[src/rtl/hash_lane_scheduler_if.sv]
// rtl/hash_lane_scheduler_if.sv - requester/lane bundle for the hash lane scheduler
interface hash_lane_scheduler_if #(
    parameter int NUM_REQ     = 4,
    parameter int INDEX_WIDTH = 12,
    parameter int KEY_WIDTH   = 32,
    parameter int VALUE_WIDTH = 31
);
    localparam int GID_W = (NUM_REQ > 1) ? $clog2(NUM_REQ) : 1;

    logic [NUM_REQ-1:0]             req_valid;
    logic [NUM_REQ-1:0]             req_ready;
    logic [2*NUM_REQ-1:0]           req_opt;
    logic [NUM_REQ*INDEX_WIDTH-1:0] req_index;
    logic [NUM_REQ*KEY_WIDTH-1:0]   req_key;
    logic [NUM_REQ*VALUE_WIDTH-1:0] req_value;
    logic                           lane_ready;
    logic                           out_en;
    logic [1:0]                     out_opt;
    logic [INDEX_WIDTH-1:0]         out_index;
    logic [KEY_WIDTH-1:0]           out_key;
    logic [VALUE_WIDTH-1:0]         out_value;
    logic [GID_W-1:0]               out_grant_id;
    logic [15:0]                    hazard_stall_cnt;

    modport slave (
        input  req_valid, req_opt, req_index, req_key, req_value, lane_ready,
        output req_ready, out_en, out_opt, out_index, out_key, out_value,
               out_grant_id, hazard_stall_cnt
    );

    modport master (
        output req_valid, req_opt, req_index, req_key, req_value, lane_ready,
        input  req_ready, out_en, out_opt, out_index, out_key, out_value,
               out_grant_id, hazard_stall_cnt
    );
endinterface

[src/rtl/hash_lane_scheduler.sv]
// rtl/hash_lane_scheduler.sv - round-robin lane scheduler with in-flight write hazard blocking
module hash_lane_scheduler #(
    parameter int NUM_REQ     = 4,
    parameter int INDEX_WIDTH = 12,
    parameter int KEY_WIDTH   = 32,
    parameter int VALUE_WIDTH = 31,
    parameter int PIPE_DEPTH  = 7
) (
    input logic clk,
    input logic reset,
    hash_lane_scheduler_if.slave bus
);
    localparam int GID_W = (NUM_REQ > 1) ? $clog2(NUM_REQ) : 1;
    localparam int CW    = GID_W + 1;

    logic [PIPE_DEPTH-1:0]  sb_valid_q;
    logic [INDEX_WIDTH-1:0] sb_index_q [PIPE_DEPTH];
    logic [GID_W-1:0]       rr_ptr_q;
    logic                   out_en_q;
    logic [1:0]             out_opt_q;
    logic [INDEX_WIDTH-1:0] out_index_q;
    logic [KEY_WIDTH-1:0]   out_key_q;
    logic [VALUE_WIDTH-1:0] out_value_q;
    logic [GID_W-1:0]       out_grant_id_q;
    logic [15:0]            stall_cnt_q;

    logic [NUM_REQ-1:0]     hazard;
    logic [NUM_REQ-1:0]     eligible;
    logic                   grant_found;
    logic [GID_W-1:0]       grant_id;
    logic [GID_W-1:0]       rr_next;
    logic [CW-1:0]          cand;
    logic [1:0]             sel_opt;
    logic [INDEX_WIDTH-1:0] sel_index;
    logic [KEY_WIDTH-1:0]   sel_key;
    logic [VALUE_WIDTH-1:0] sel_value;
    logic                   wr_grant;
    logic                   stall;

    // Any in-flight write to the same index blocks both reads and writes.
    always_comb begin
        hazard = '0;
        for (int i = 0; i < NUM_REQ; i++) begin
            for (int d = 0; d < PIPE_DEPTH; d++) begin
                if (sb_valid_q[d] &&
                    sb_index_q[d] == bus.req_index[i*INDEX_WIDTH +: INDEX_WIDTH]) begin
                    hazard[i] = 1'b1;
                end
            end
        end
    end

    assign eligible = bus.req_valid & ~hazard & {NUM_REQ{bus.lane_ready & ~reset}};

    always_comb begin
        grant_found = 1'b0;
        grant_id    = '0;
        cand        = '0;
        for (int k = 0; k < NUM_REQ; k++) begin
            cand = CW'(rr_ptr_q) + CW'(k);
            if (cand >= CW'(NUM_REQ)) begin
                cand = cand - CW'(NUM_REQ);
            end
            if (!grant_found && eligible[cand[GID_W-1:0]]) begin
                grant_found = 1'b1;
                grant_id    = cand[GID_W-1:0];
            end
        end
    end

    assign rr_next   = (grant_id == GID_W'(NUM_REQ - 1)) ? '0 : grant_id + 1'b1;
    assign sel_opt   = bus.req_opt[grant_id*2 +: 2];
    assign sel_index = bus.req_index[grant_id*INDEX_WIDTH +: INDEX_WIDTH];
    assign sel_key   = bus.req_key[grant_id*KEY_WIDTH +: KEY_WIDTH];
    assign sel_value = bus.req_value[grant_id*VALUE_WIDTH +: VALUE_WIDTH];
    // The reserved opt encoding is treated as writing, so it also guards its index.
    assign wr_grant  = grant_found && (sel_opt != 2'b00);
    assign stall     = bus.lane_ready && (|bus.req_valid) && !grant_found;

    always_ff @(posedge clk) begin
        if (reset) begin
            out_en_q       <= 1'b0;
            out_opt_q      <= '0;
            out_index_q    <= '0;
            out_key_q      <= '0;
            out_value_q    <= '0;
            out_grant_id_q <= '0;
            rr_ptr_q       <= '0;
            sb_valid_q     <= '0;
            stall_cnt_q    <= '0;
            for (int d = 0; d < PIPE_DEPTH; d++) begin
                sb_index_q[d] <= '0;
            end
        end else begin
            out_en_q <= grant_found;
            if (grant_found) begin
                out_opt_q      <= sel_opt;
                out_index_q    <= sel_index;
                out_key_q      <= sel_key;
                out_value_q    <= sel_value;
                out_grant_id_q <= grant_id;
                rr_ptr_q       <= rr_next;
            end
            sb_valid_q    <= {sb_valid_q[PIPE_DEPTH-2:0], wr_grant};
            sb_index_q[0] <= sel_index;
            for (int d = 1; d < PIPE_DEPTH; d++) begin
                sb_index_q[d] <= sb_index_q[d-1];
            end
            if (stall && stall_cnt_q != 16'hFFFF) begin
                stall_cnt_q <= stall_cnt_q + 16'd1;
            end
        end
    end

    assign bus.req_ready        = grant_found ? (NUM_REQ'(1) << grant_id) : '0;
    assign bus.out_en           = out_en_q;
    assign bus.out_opt          = out_opt_q;
    assign bus.out_index        = out_index_q;
    assign bus.out_key          = out_key_q;
    assign bus.out_value        = out_value_q;
    assign bus.out_grant_id     = out_grant_id_q;
    assign bus.hazard_stall_cnt = stall_cnt_q;
endmodule

[src/flat_wrapper.sv]
// flat-port wrapper written by rule: the top's interface ports become plain ports
module hash_lane_scheduler_flat 
#(
    parameter int NUM_REQ     = 4,
    parameter int INDEX_WIDTH = 12,
    parameter int KEY_WIDTH   = 32,
    parameter int VALUE_WIDTH = 31,
    parameter int PIPE_DEPTH  = 7
)
  (clk, reset, bus_req_valid, bus_req_opt, bus_req_index, bus_req_key, bus_req_value, bus_lane_ready, bus_req_ready, bus_out_en, bus_out_opt, bus_out_index, bus_out_key, bus_out_value, bus_out_grant_id, bus_hazard_stall_cnt);
  hash_lane_scheduler_if #(.NUM_REQ(NUM_REQ), .INDEX_WIDTH(INDEX_WIDTH), .KEY_WIDTH(KEY_WIDTH), .VALUE_WIDTH(VALUE_WIDTH)) bus_i ();
  input logic clk;
  input logic reset;
  input wire logic [$bits(bus_i.req_valid)-1:0] bus_req_valid;
  input wire logic [$bits(bus_i.req_opt)-1:0] bus_req_opt;
  input wire logic [$bits(bus_i.req_index)-1:0] bus_req_index;
  input wire logic [$bits(bus_i.req_key)-1:0] bus_req_key;
  input wire logic [$bits(bus_i.req_value)-1:0] bus_req_value;
  input wire logic [$bits(bus_i.lane_ready)-1:0] bus_lane_ready;
  output wire logic [$bits(bus_i.req_ready)-1:0] bus_req_ready;
  output wire logic [$bits(bus_i.out_en)-1:0] bus_out_en;
  output wire logic [$bits(bus_i.out_opt)-1:0] bus_out_opt;
  output wire logic [$bits(bus_i.out_index)-1:0] bus_out_index;
  output wire logic [$bits(bus_i.out_key)-1:0] bus_out_key;
  output wire logic [$bits(bus_i.out_value)-1:0] bus_out_value;
  output wire logic [$bits(bus_i.out_grant_id)-1:0] bus_out_grant_id;
  output wire logic [$bits(bus_i.hazard_stall_cnt)-1:0] bus_hazard_stall_cnt;
  assign bus_i.req_valid = bus_req_valid;
  assign bus_i.req_opt = bus_req_opt;
  assign bus_i.req_index = bus_req_index;
  assign bus_i.req_key = bus_req_key;
  assign bus_i.req_value = bus_req_value;
  assign bus_i.lane_ready = bus_lane_ready;
  assign bus_req_ready = bus_i.req_ready;
  assign bus_out_en = bus_i.out_en;
  assign bus_out_opt = bus_i.out_opt;
  assign bus_out_index = bus_i.out_index;
  assign bus_out_key = bus_i.out_key;
  assign bus_out_value = bus_i.out_value;
  assign bus_out_grant_id = bus_i.out_grant_id;
  assign bus_hazard_stall_cnt = bus_i.hazard_stall_cnt;
  hash_lane_scheduler #(.NUM_REQ(NUM_REQ), .INDEX_WIDTH(INDEX_WIDTH), .KEY_WIDTH(KEY_WIDTH), .VALUE_WIDTH(VALUE_WIDTH), .PIPE_DEPTH(PIPE_DEPTH)) u_core (.clk(clk), .reset(reset), .bus(bus_i));
endmodule
[config.mk]
export PLATFORM = sky130hd
export DESIGN_NAME = hash_lane_scheduler_flat
export DESIGN_NICKNAME = d
export VERILOG_FILES = /design/src/rtl/hash_lane_scheduler_if.sv /design/src/rtl/hash_lane_scheduler.sv /design/src/flat_wrapper.sv
export SDC_FILE = /design/constraint.sdc
export NUM_CORES = 1
export LEC_CHECK = 0
export ABC_CLOCK_PERIOD_IN_PS = 7500
export CAP_MARGIN = 20
export CORE_MARGIN = 5
export CORE_UTILIZATION = 55
export DETAILED_ROUTE_END_ITERATION = 8
export DONT_BUFFER_PORTS = 1
export PLACE_DENSITY = 0.76
export SLEW_MARGIN = 25
export SYNTH_ARGS = -nofsm -noshare
export SYNTH_HDL_FRONTEND = slang
export SYNTH_SLANG_ARGS = --single-unit
[constraint.sdc]
create_clock -name clk -period 7.5 [get_ports clk]
set_input_delay 1.5 -clock clk [delete_from_list [all_inputs] [get_ports clk]]
set_output_delay 1.5 -clock clk [all_outputs]
set_load 0.02 [all_outputs]
==> flow_metrics.tcl, run 1 <==
set metrics [dict create \
    seq_power_share_pct 48.1 \
    core_area_sq_um 22600 \
    relSlewSlack_pct 19.3 \
    synth_xor_area_share_pct 23.7 \
    clockPowerShare_pct 34.2 \
    final_common_cell "xnor2_1" \
    skew_ns 0.0278 \
    yosysWarnings 0 \
    tritoncts.num_buffers 17 \
    grt_max_degree 102 \
    rsz0062_at_grt "no" \
    synth-adder-area-share_pct 0.494 \
    grt_pass1_vias 10200 \
    postCtsHoldBufs 0 \
    mostFrequentLayoutCells "xnor2_1 (291), dfxtp_1 (189), mux2i_1 (131)" \
    crit_fanout 26 \
    hold_viol 0 \
    finalSetupViolCount 0 \
    antenna_found_initial 12 \
    timing.final.crit_share_pct 81.4 \
    die_area_sq_um 26100 \
    die_h_um 162 \
    via_count 10700 \
    cp-end-kind "output pin" \
    cts_resized 0 \
    dpl.hpwl_mm 38.9 \
    netlist_area_sq_um 12700 \
    yosysSeqAreaShare_pct 29.9 \
    grt_util_all_layers_pct 37.7 \
    synthFlopType "dfxtp_1" \
    timing.hold.ws_ns 0.566 \
    die_w_um 162 \
    grt_pass1_wl_mm 72.5 \
    power_density_nw_per_um2 224 \
    yosys.area.top_type "dfxtp_1" \
    nNetsFinal 1569 \
    worstSetupPathType "in2out" \
    cpPeakStageDelay_ns 1.00 \
    routed_wl_mm 51.9 \
    finalInstanceArea_sq_um 12700 \
    p_switching_mw 1.01 \
    n_fill_cell 2081 \
    tightest_slew_ns 1.20 \
    multi_input_area_sq_um 7830 \
    synth.area.top_cells "dfxtp_1 (30%), xnor2_1 (20%), mux2i_1 (10%)" \
    syn_to_final_growth_pct 0.732 \
    drt_first_pass_iters 5 \
    tritoncts "built" \
    cts_max_level 4 \
    start_kind "primary input" \
    insertion_delay_ns 0.47 \
    synth_compound_area_share_pct 9.77 \
    p_leak_nw 4.58 \
    clock_sinks 189 \
    dr.first_iter.drc_count 1480 \
    switching_share_pct 35.4 \
    io_buffers 0 \
    crit_chain "xnor2_1 > nand4_1 > nor4_1 > or4_4 > nor3_2 > o311ai_2 > buf_4 > nand2_2 > inv_4 > ha_1 > and2_1" \
    cp.required_ns 6.00 \
    synthDistinctLibCells 54 \
    drcViolationCount 0 \
    fp-row-count 55 \
    place.gp.congestion 1.04 \
    final_cells 1559 \
    syn-num-nets 1727 \
    power_frac_comb_pct 17.7 \
    pin_count 415 \
    internal-power_mw 1.84 \
    seqCellArea_sq_um 3780 \
    synth_top_area_share_pct 29.9 \
    place_inst 1514 \
    grt_remaining_overflow 0 \
    cts_buffer_depth 2 \
    holdCritPathClass "reg2reg" \
    crit_arrival_ns 4.60 \
    cts-root-buf "clkbuf_16" \
    ir_drop_uv 145 \
    viasPerCell 6.86 \
    timing_max_transition_violations_final 0 \
    synth_top_family_by_area "XOR/XNOR gates" \
    timing.critical_path.slowest_stage_cell "nor4_1" \
    drive_above_1_share_pct 6.02 \
    syn_inst 1407 \
    period_minus_slack_ns 6.10 \
    clkTransAtPathRegs_ns 0.08 \
    avgRoutedWirePerCell_um 33.3 \
    initial_core_util_pct 55.9 \
    muxShareOfSynthArea_pct 11.6 \
    outcome "completed" \
    ys_seq_elements 189 \
    cap_violations 0 \
    synth-edff-count 0 \
    yosys.area_share.simple_pct 16.2 \
    placed_cell_area_sq_um 12100 \
    async_flop_share_pct 0 \
    post_cts_buffers 0 \
    ant_nets 0 \
    fin_tns_setup_ns 0 \
    fmax_mhz 164 \
    syn_area_per_cell_sq_um 8.99 \
]
## cells by family (layout without fill, tap and decap cells)
family / count (synthesis) / after routing
other: 0 / 12
XOR/XNOR: 342 / 342
adder cells (fa/ha/maj): 5 / 5
flip-flops: 189 / 189
AO/OA/AOI/OAI: 152 / 152
buffers and inverters: 195 / 50
multiplexers: 145 / 145
AND/OR/NAND/NOR: 379 / 379
## worst max-delay path: cells and delay by family
family	cells	cell delay, ns
and+or+nand+nor	6	1.86
AOI/OAI and AO/OA	1	0.21
xor gates and xnor gates	1	0.14
adders and majority gates	1	0.24
buffers and inverters	2	0.64
## synthesized netlist by cell type (32+ instances only)
cell / instances
xnor2_1: 291
nor2b_1: 80
nor4_1: 40
nand2_1: 105
nand3_1: 51
buf_2: 82
dfxtp_1: 189
clkbuf_1: 32
o221ai_1: 65
xor2_1: 51
mux2i_1: 131
nand4_1: 50
## power by group through the flow
stage	logic [mW]	registers, mW	clock network (mW)
2_1_floorplan	0.518	1.29	0
3_3_place_gp	0.487	1.39	0
3_5_place_dp	0.496	1.39	0
4_1_cts	0.498	1.37	0.972
5_1_grt	0.543	1.38	1.02
6_report	0.505	1.37	0.976
## state kept, by name, summed over array words and instances, names as in the netlist
| register | count |
|---|---|
| u_core.sb_index_q | 84 |
| u_core.bus.out_grant_id | 2 |
| u_core.bus.hazard_stall_cnt | 16 |
| u_core.sb_valid_q | 7 |
| u_core.bus.out_value | 31 |
| u_core.bus.out_index | 12 |
| u_core.bus.out_en | 1 |
| u_core.rr_ptr_q | 2 |
| u_core.bus.out_opt | 2 |
| u_core.bus.out_key | 32 |
## path summary, 6_finish.rpt
check / from / endpoint / slack [ns] / depth (start not counted)
min: u_core.sb_valid_q[3] / u_core.sb_valid_q[4] / 0.57 / 1
max: bus_req_index[1] / bus_req_ready[3] / 1.40 / 11
max reg2reg: u_core.sb_index_q[5][8] / u_core.bus.out_index[0] / 2.68 / 12
min reg2reg: u_core.sb_valid_q[3] / u_core.sb_valid_q[4] / 0.57 / 1
## per-stage QoR
| step | power [mW] | utilization [%] | worst slack, ns |
|---|---|---|---|
| 3_5_place_dp | 1.88 | 53.3 | 1.48 |
| 2_1_floorplan | 1.81 | - | 1.98 |
| 6_report | 2.85 | 56.3 | 1.40 |
| 5_1_grt | 2.94 | 56.3 | 1.32 |
| 4_1_cts | 2.84 | 56.1 | 1.47 |
| 3_3_place_gp | 1.88 | 53.2 | 1.45 |
## per-layer routing
metal  routed length, um  GRT usage (%)  vias up  part of all wire [%]
met1               18000           44.0     5145                    35
met5                   0              0        -                     0
met2               23400           58.8      808                    45
met4                3620           23.3        0                   7.0
met3                6890           14.1      208                    13
li1                    -              -     4527                     -
## final cells by class
cell class	count	area share, %
antenna	12	0.236
multi-input combinational	1023	61.4
timing repair buffer	9	0.628
tap	285	2.80
clock buffer	18	3.45
sequential	189	29.7
clock inverter	14	1.53
inverter	9	0.285
Power figures use the tool's default switching activity.
==> run 2: changes to the inputs <==
--- a/config.mk
+++ b/config.mk
@@ -5,13 +5,13 @@
 export SDC_FILE = /design/constraint.sdc
 export NUM_CORES = 1
 export LEC_CHECK = 0
-export ABC_CLOCK_PERIOD_IN_PS = 7500
+export ABC_CLOCK_PERIOD_IN_PS = 5370
 export CAP_MARGIN = 20
 export CORE_MARGIN = 5
 export CORE_UTILIZATION = 55
 export DETAILED_ROUTE_END_ITERATION = 8
 export DONT_BUFFER_PORTS = 1
-export PLACE_DENSITY = 0.76
+export PLACE_DENSITY = 0.79
 export SLEW_MARGIN = 25
 export SYNTH_ARGS = -nofsm -noshare
 export SYNTH_HDL_FRONTEND = slang
==> constraint.sdc (replaced) <==
create_clock -name clk -period 5.37 [get_ports clk]
set_input_delay 1.074 -clock clk [delete_from_list [all_inputs] [get_ports clk]]
set_output_delay 1.074 -clock clk [all_outputs]
set_load 0.02 [all_outputs]
==> run 2 against run 1 <==
Final cell count grew 0.26%. Combinational power is 40% higher. First-iteration DRC count up 7.2%. Count of clock-buffer cells in the layout is 1 lower. Total power rose by 36%. Routed wire length fell by 3.0%. Clock power is 31% higher. Sequential share of layout area is 0.079 points higher. Setup slack worse by 0.92 ns. Register-to-register slack got worse by 1.3 ns. Hold slack got worse by 0.015 ns. Highest routed layer is now met5. Sequential power increased by 39%.
==> flow_metrics.tcl, run 2 (synthesis gave the netlist of run 1 again) <==
set metrics [dict create \
    largest_register_ffs 84 \
    pin_count 415 \
    finalSetupViolCount 0 \
    die_area_sq_um 26100 \
    ant_nets 0 \
    grt_pass1_vias 10300 \
    globalRouteMet3Util_pct 12.9 \
    core_area_sq_um 22600 \
    die_h_um 162 \
    use_met2_pct 58.4 \
    start_kind "primary input" \
    finalInstanceArea_sq_um 12700 \
    timing_max_transition_violations_final 0 \
    dr.first_iter.drc_count 1586 \
    viasPerCell 6.89 \
    worstSetupPathType "in2out" \
    use_met1_pct 40.9 \
    die_w_um 162 \
    place_inst 1520 \
    final_common_cell "xnor2_1" \
    grt_remaining_overflow 0 \
    initial_core_util_pct 55.9 \
    via_count 10800 \
    final_util_pct 56.1 \
    rsz0062_at_grt "no" \
    drive_above_1_share_pct 6.24 \
    tritoncts "built" \
    postCtsHoldBufs 0 \
    syn_to_final_growth_pct 0.465 \
    drcViolationCount 0 \
    fmax_mhz 204 \
    crit_chain "xor2_1 > nor4_1 > a41oi_1 > nand4_1 > a21oi_1 > a22oi_4 > inv_2 > ha_1 > and2_1" \
    hold_viol 0 \
    timing.critical_path.slowest_stage_cell "nor4_1" \
    io_buffers 0 \
    fp-row-count 55 \
    relSlewSlack_pct 37.7 \
    holdCritPathClass "reg2reg" \
    post_cts_buffers 0 \
    placed_cell_area_sq_um 12100 \
    cpPeakStageDelay_ns 0.77 \
    period_minus_slack_ns 4.90 \
    tritoncts.num_buffers 17 \
    avgRoutedWirePerCell_um 32.2 \
    routed_wl_mm 50.4 \
    crit_start "bus_req_index[41]" \
    busiest_layer "met2" \
    cts-root-buf "clkbuf_16" \
    crit_arrival_ns 3.82 \
    cp-end-kind "output pin" \
    clock_sinks 189 \
    cts_buffer_depth 2 \
    largest-register "u_core.sb_index_q" \
    tightest_slew_ns 0.927 \
    final_cells 1563 \
    power_density_nw_per_um2 306 \
    ir_drop_uv 168 \
    hp-start "u_core.sb_valid_q[5]" \
    nNetsFinal 1574 \
    grt_util_all_layers_pct 36.4 \
    skew_ns 0.0192 \
    cts_max_level 4 \
    drt_first_pass_iters 6 \
    grt_pass1_wl_mm 70.6 \
    crit_fanout 29 \
    cap_violations 0 \
    cts_resized 0 \
    insertion_delay_ns 0.46 \
    reg2reg_from "u_core.sb_index_q[6][11]" \
    outcome "completed" \
    fin_tns_setup_ns 0 \
    p_leak_nw 4.58 \
    clkTransAtPathRegs_ns 0.08 \
    timing.final.crit_share_pct 91.2 \
    antenna_found_initial 14 \
    cp.required_ns 4.30 \
    place.gp.congestion 1.06 \
    dpl.hpwl_mm 37.8 \
    grt_max_degree 102 \
    mostFrequentLayoutCells "xnor2_1 (291), dfxtp_1 (189), mux2i_1 (131)" \
]
run 2: cell count changes in the layout (fill, tap and decap cells not counted), sizes merged:
cell    before  now
clkbuf      18   17
buf          9   14
run 2: power breakdown:
part | total [mW] | leakage (nW) | switching, mW | internal (mW)
clock network | 1.28 | 0.283 | 0.656 | 0.620
registers | 1.90 | 1.56 | 0.350 | 1.55
logic | 0.709 | 2.74 | 0.351 | 0.359
total | 3.89 | 4.58 | 1.36 | 2.53
run 2: path summary, 6_finish.rpt:
kind              cells after the start                 endpoint  slack [ns]
setup / recovery                      9         bus_req_ready[3]        0.47
hold / removal                        1     u_core.sb_valid_q[6]        0.55
setup reg to reg                     12  u_core.bus.out_index[0]        1.39
hold reg to reg                       1     u_core.sb_valid_q[6]        0.55
run 2: cell type report:
| type | instances | area (sq um) |
|---|---|---|
| diodes | 12 | 30.0 |
| fillers | 1989 | 9930 |
| clock buffers | 17 | 425 |
| multi-input cells | 1023 | 7820 |
| inverters | 9 | 36.3 |
| well taps | 285 | 357 |
| clock inverters | 14 | 144 |
| flip-flops and latches | 189 | 3780 |
| repair buffers | 14 | 118 |
run 2: per-layer routing:
layer | share of wire, % | wire (um) | vias to the layer above
met1 | 33 | 16600 | 5079
met4 | 7.7 | 3890 | 2
met5 | 0.028 | 14 | -
met2 | 46 | 23200 | 903
li1 | - | - | 4538
met3 | 13 | 6620 | 243
run 2: worst max-delay path: cells and delay by family:
| kind | cells | cell delay (ns) |
|---|---|---|
| adders and majority gates | 1 | 0.30 |
| xor gates and xnor gates | 1 | 0.13 |
| AOI/OAI and AO/OA | 3 | 0.72 |
| buffers and inverters | 1 | 0.28 |
| and+or+nand+nor | 3 | 1.32 |
run 2: per-stage QoR:
stage | hold slack [ns] | setup slack [ns] | power, mW
global route | 0.562 | 0.349 | 4.01
detailed placement | 0.534 | 0.614 | 2.63
global placement | 0.533 | 0.658 | 2.61
CTS | 0.539 | 0.589 | 3.87
finish | 0.550 | 0.473 | 3.89
floorplan | 0.487 | 0.701 | 2.52
==> run 3: changes to the inputs <==
--- a/config.mk
+++ b/config.mk
@@ -9,6 +9,8 @@
 export CAP_MARGIN = 20
 export CORE_MARGIN = 5
 export CORE_UTILIZATION = 55
+export CTS_BUF_LIST = sky130_fd_sc_hd__clkbuf_8
+export CTS_CLUSTER_DIAMETER = 200
 export DETAILED_ROUTE_END_ITERATION = 8
 export DONT_BUFFER_PORTS = 1
 export PLACE_DENSITY = 0.79
==> run 3 against run 2 <==
Register-to-register slack got worse by 0.05 ns. Largest power group unchanged. Clock power fell by 25%. Routed wire length fell by 0.46%.
==> flow_metrics.tcl, run 3 (synthesis gave the netlist of run 1 again) <==
set metrics [dict create \
    outcome "completed" \
    cts-root-buf "clkbuf_8" \
    clock_sinks 189 \
    place.gp.congestion 1.06 \
    viasPerCell 6.85 \
    finalInstanceArea_sq_um 12500 \
    finalSetupViolCount 0 \
    die_area_sq_um 26100 \
    antenna_found_initial 13 \
    dr_wl_met3_mm 6.80 \
    ant_nets 0 \
    drcViolationCount 0 \
    pre_cts_slack_ns 0.614 \
    initial_core_util_pct 55.9 \
    cp.required_ns 4.30 \
    mostFrequentLayoutCells "xnor2_1 (291), dfxtp_1 (189), mux2i_1 (131)" \
    hold_viol 0 \
    placed_cell_area_sq_um 12100 \
    r2r_slack_ns 1.34 \
    relSlewSlack_pct 36.1 \
    grt_util_all_layers_pct 36.3 \
    avgRoutedWirePerCell_um 32.1 \
    skew_ns 0.0329 \
    tritoncts "built" \
    cts_buffer_depth 2 \
    final_cells 1564 \
    pin_count 415 \
    die_w_um 162 \
    fin_tns_setup_ns 0 \
    fmax_mhz 204 \
    final_common_cell "xnor2_1" \
    grt_pass1_vias 10300 \
    core_area_sq_um 22600 \
    nNetsFinal 1574 \
    dpl.hpwl_mm 37.8 \
    p_leak_nw 4.49 \
    wl_met1_mm 16.2 \
    multi_input_area_sq_um 7820 \
    seqCellArea_sq_um 3780 \
    crit_arrival_ns 3.84 \
    post_cts_buffers 0 \
    min_path_cells 1 \
    hold_end "u_core.sb_valid_q[6]" \
    drive_above_1_share_pct 6.24 \
    rsz0062_at_grt "no" \
    fp-row-count 55 \
    cap_violations 0 \
    crit_chain "xor2_1 > nor4_1 > a41oi_1 > nand4_1 > a21oi_1 > a22oi_4 > inv_2 > ha_1 > and2_1" \
    wl_met2_mm 23.1 \
    worstSetupPathType "in2out" \
    postCtsHoldBufs 0 \
    topRoutingLayerUsed "met5" \
    finalPower_mw 3.57 \
    grt_remaining_overflow 0 \
    tightest_slew_ns 0.949 \
    tritoncts.num_buffers 17 \
    timing_max_transition_violations_final 0 \
    io_buffers 0 \
    ir_drop_uv 167 \
    hp-start "u_core.sb_valid_q[5]" \
    n_fill_cell 2022 \
    grt_pass1_wl_mm 70.4 \
    cpPeakStageDelay_ns 0.76 \
    drt_first_pass_iters 6 \
    routed_wl_mm 50.2 \
    largest-register "u_core.sb_index_q" \
    via_count 10700 \
    rr_worst_depth 12 \
    timing.critical_path.slowest_stage_cell "nor4_1" \
    timing.final.crit_share_pct 91.4 \
    fin_ws_ns 0.459 \
    crit_fanout 29 \
    place_inst 1520 \
    cts_resized 0 \
    start_kind "primary input" \
    power_density_nw_per_um2 285 \
    die_h_um 162 \
    holdCritPathClass "reg2reg" \
    reg2reg_from "u_core.sb_index_q[6][11]" \
    rr_endpoint "u_core.bus.out_index[0]" \
    cp-end-kind "output pin" \
    largest_register_ffs 84 \
    dr.first_iter.drc_count 1579 \
    insertion_delay_ns 0.50 \
    grt_max_degree 102 \
    syn_to_final_growth_pct -1.03 \
    period_minus_slack_ns 4.91 \
    cts_max_level 4 \
    clkTransAtPathRegs_ns 0.12 \
]
## run 3: cell types whose count changed in the layout (fill, tap and decap cells not counted), sizes merged
cell,delta
diode,+1
## run 3: report_power, final
part	switching [mW]	internal (mW)
Sequential	0.349	1.55
Clock	0.612	0.347
Combinational	0.349	0.359
## run 3: area by class of cell
| class | count | area share (%) |
|---|---|---|
| clock inverters | 14 | 1.15 |
| multi-input cells | 1023 | 62.4 |
| inverters | 9 | 0.290 |
| diodes | 13 | 0.260 |
| clock buffers | 17 | 1.87 |
| flip-flops and latches | 189 | 30.2 |
| well taps | 285 | 2.85 |
| repair buffers | 14 | 0.939 |
## run 3: metrics by stage
| stage | hold slack [ns] | utilization, % |
|---|---|---|
| after floorplan | 0.487 | - |
| after global placement | 0.533 | 53.5 |
| after detailed placement | 0.534 | 53.5 |
| after CTS | 0.534 | 55.2 |
| after global routing | 0.556 | 55.3 |
| final | 0.546 | 55.3 |
## run 3: how the worst max path moves through the flow
stage / startpoint / end / slack (ns) / cells after the start
global placement: bus_lane_ready / bus_req_ready[1] / 0.66 / 9
CTS: bus_lane_ready / bus_req_ready[3] / 0.60 / 9
finish: bus_req_index[41] / bus_req_ready[3] / 0.46 / 9
global route: bus_req_index[39] / bus_req_ready[3] / 0.36 / 10
detailed placement: bus_lane_ready / bus_req_ready[3] / 0.61 / 9
floorplan: bus_req_index[10] / bus_req_ready[0] / 0.70 / 13
## run 3: worst max-delay path: cells and delay by family
kind	cells	cell delay (ns)
AO/OA/AOI/OAI	3	0.72
buffers and inverters	1	0.29
adder cells (fa/ha/maj)	1	0.31
XOR/XNOR	1	0.13
AND/OR/NAND/NOR	3	1.31
## run 3: per-layer routing
layer	vias to the layer above	GRT usage, %
li1	4542	-
met1	5052	40.4
met2	882	57.5
met3	237	12.6
met4	2	26.6
met5	-	1.70
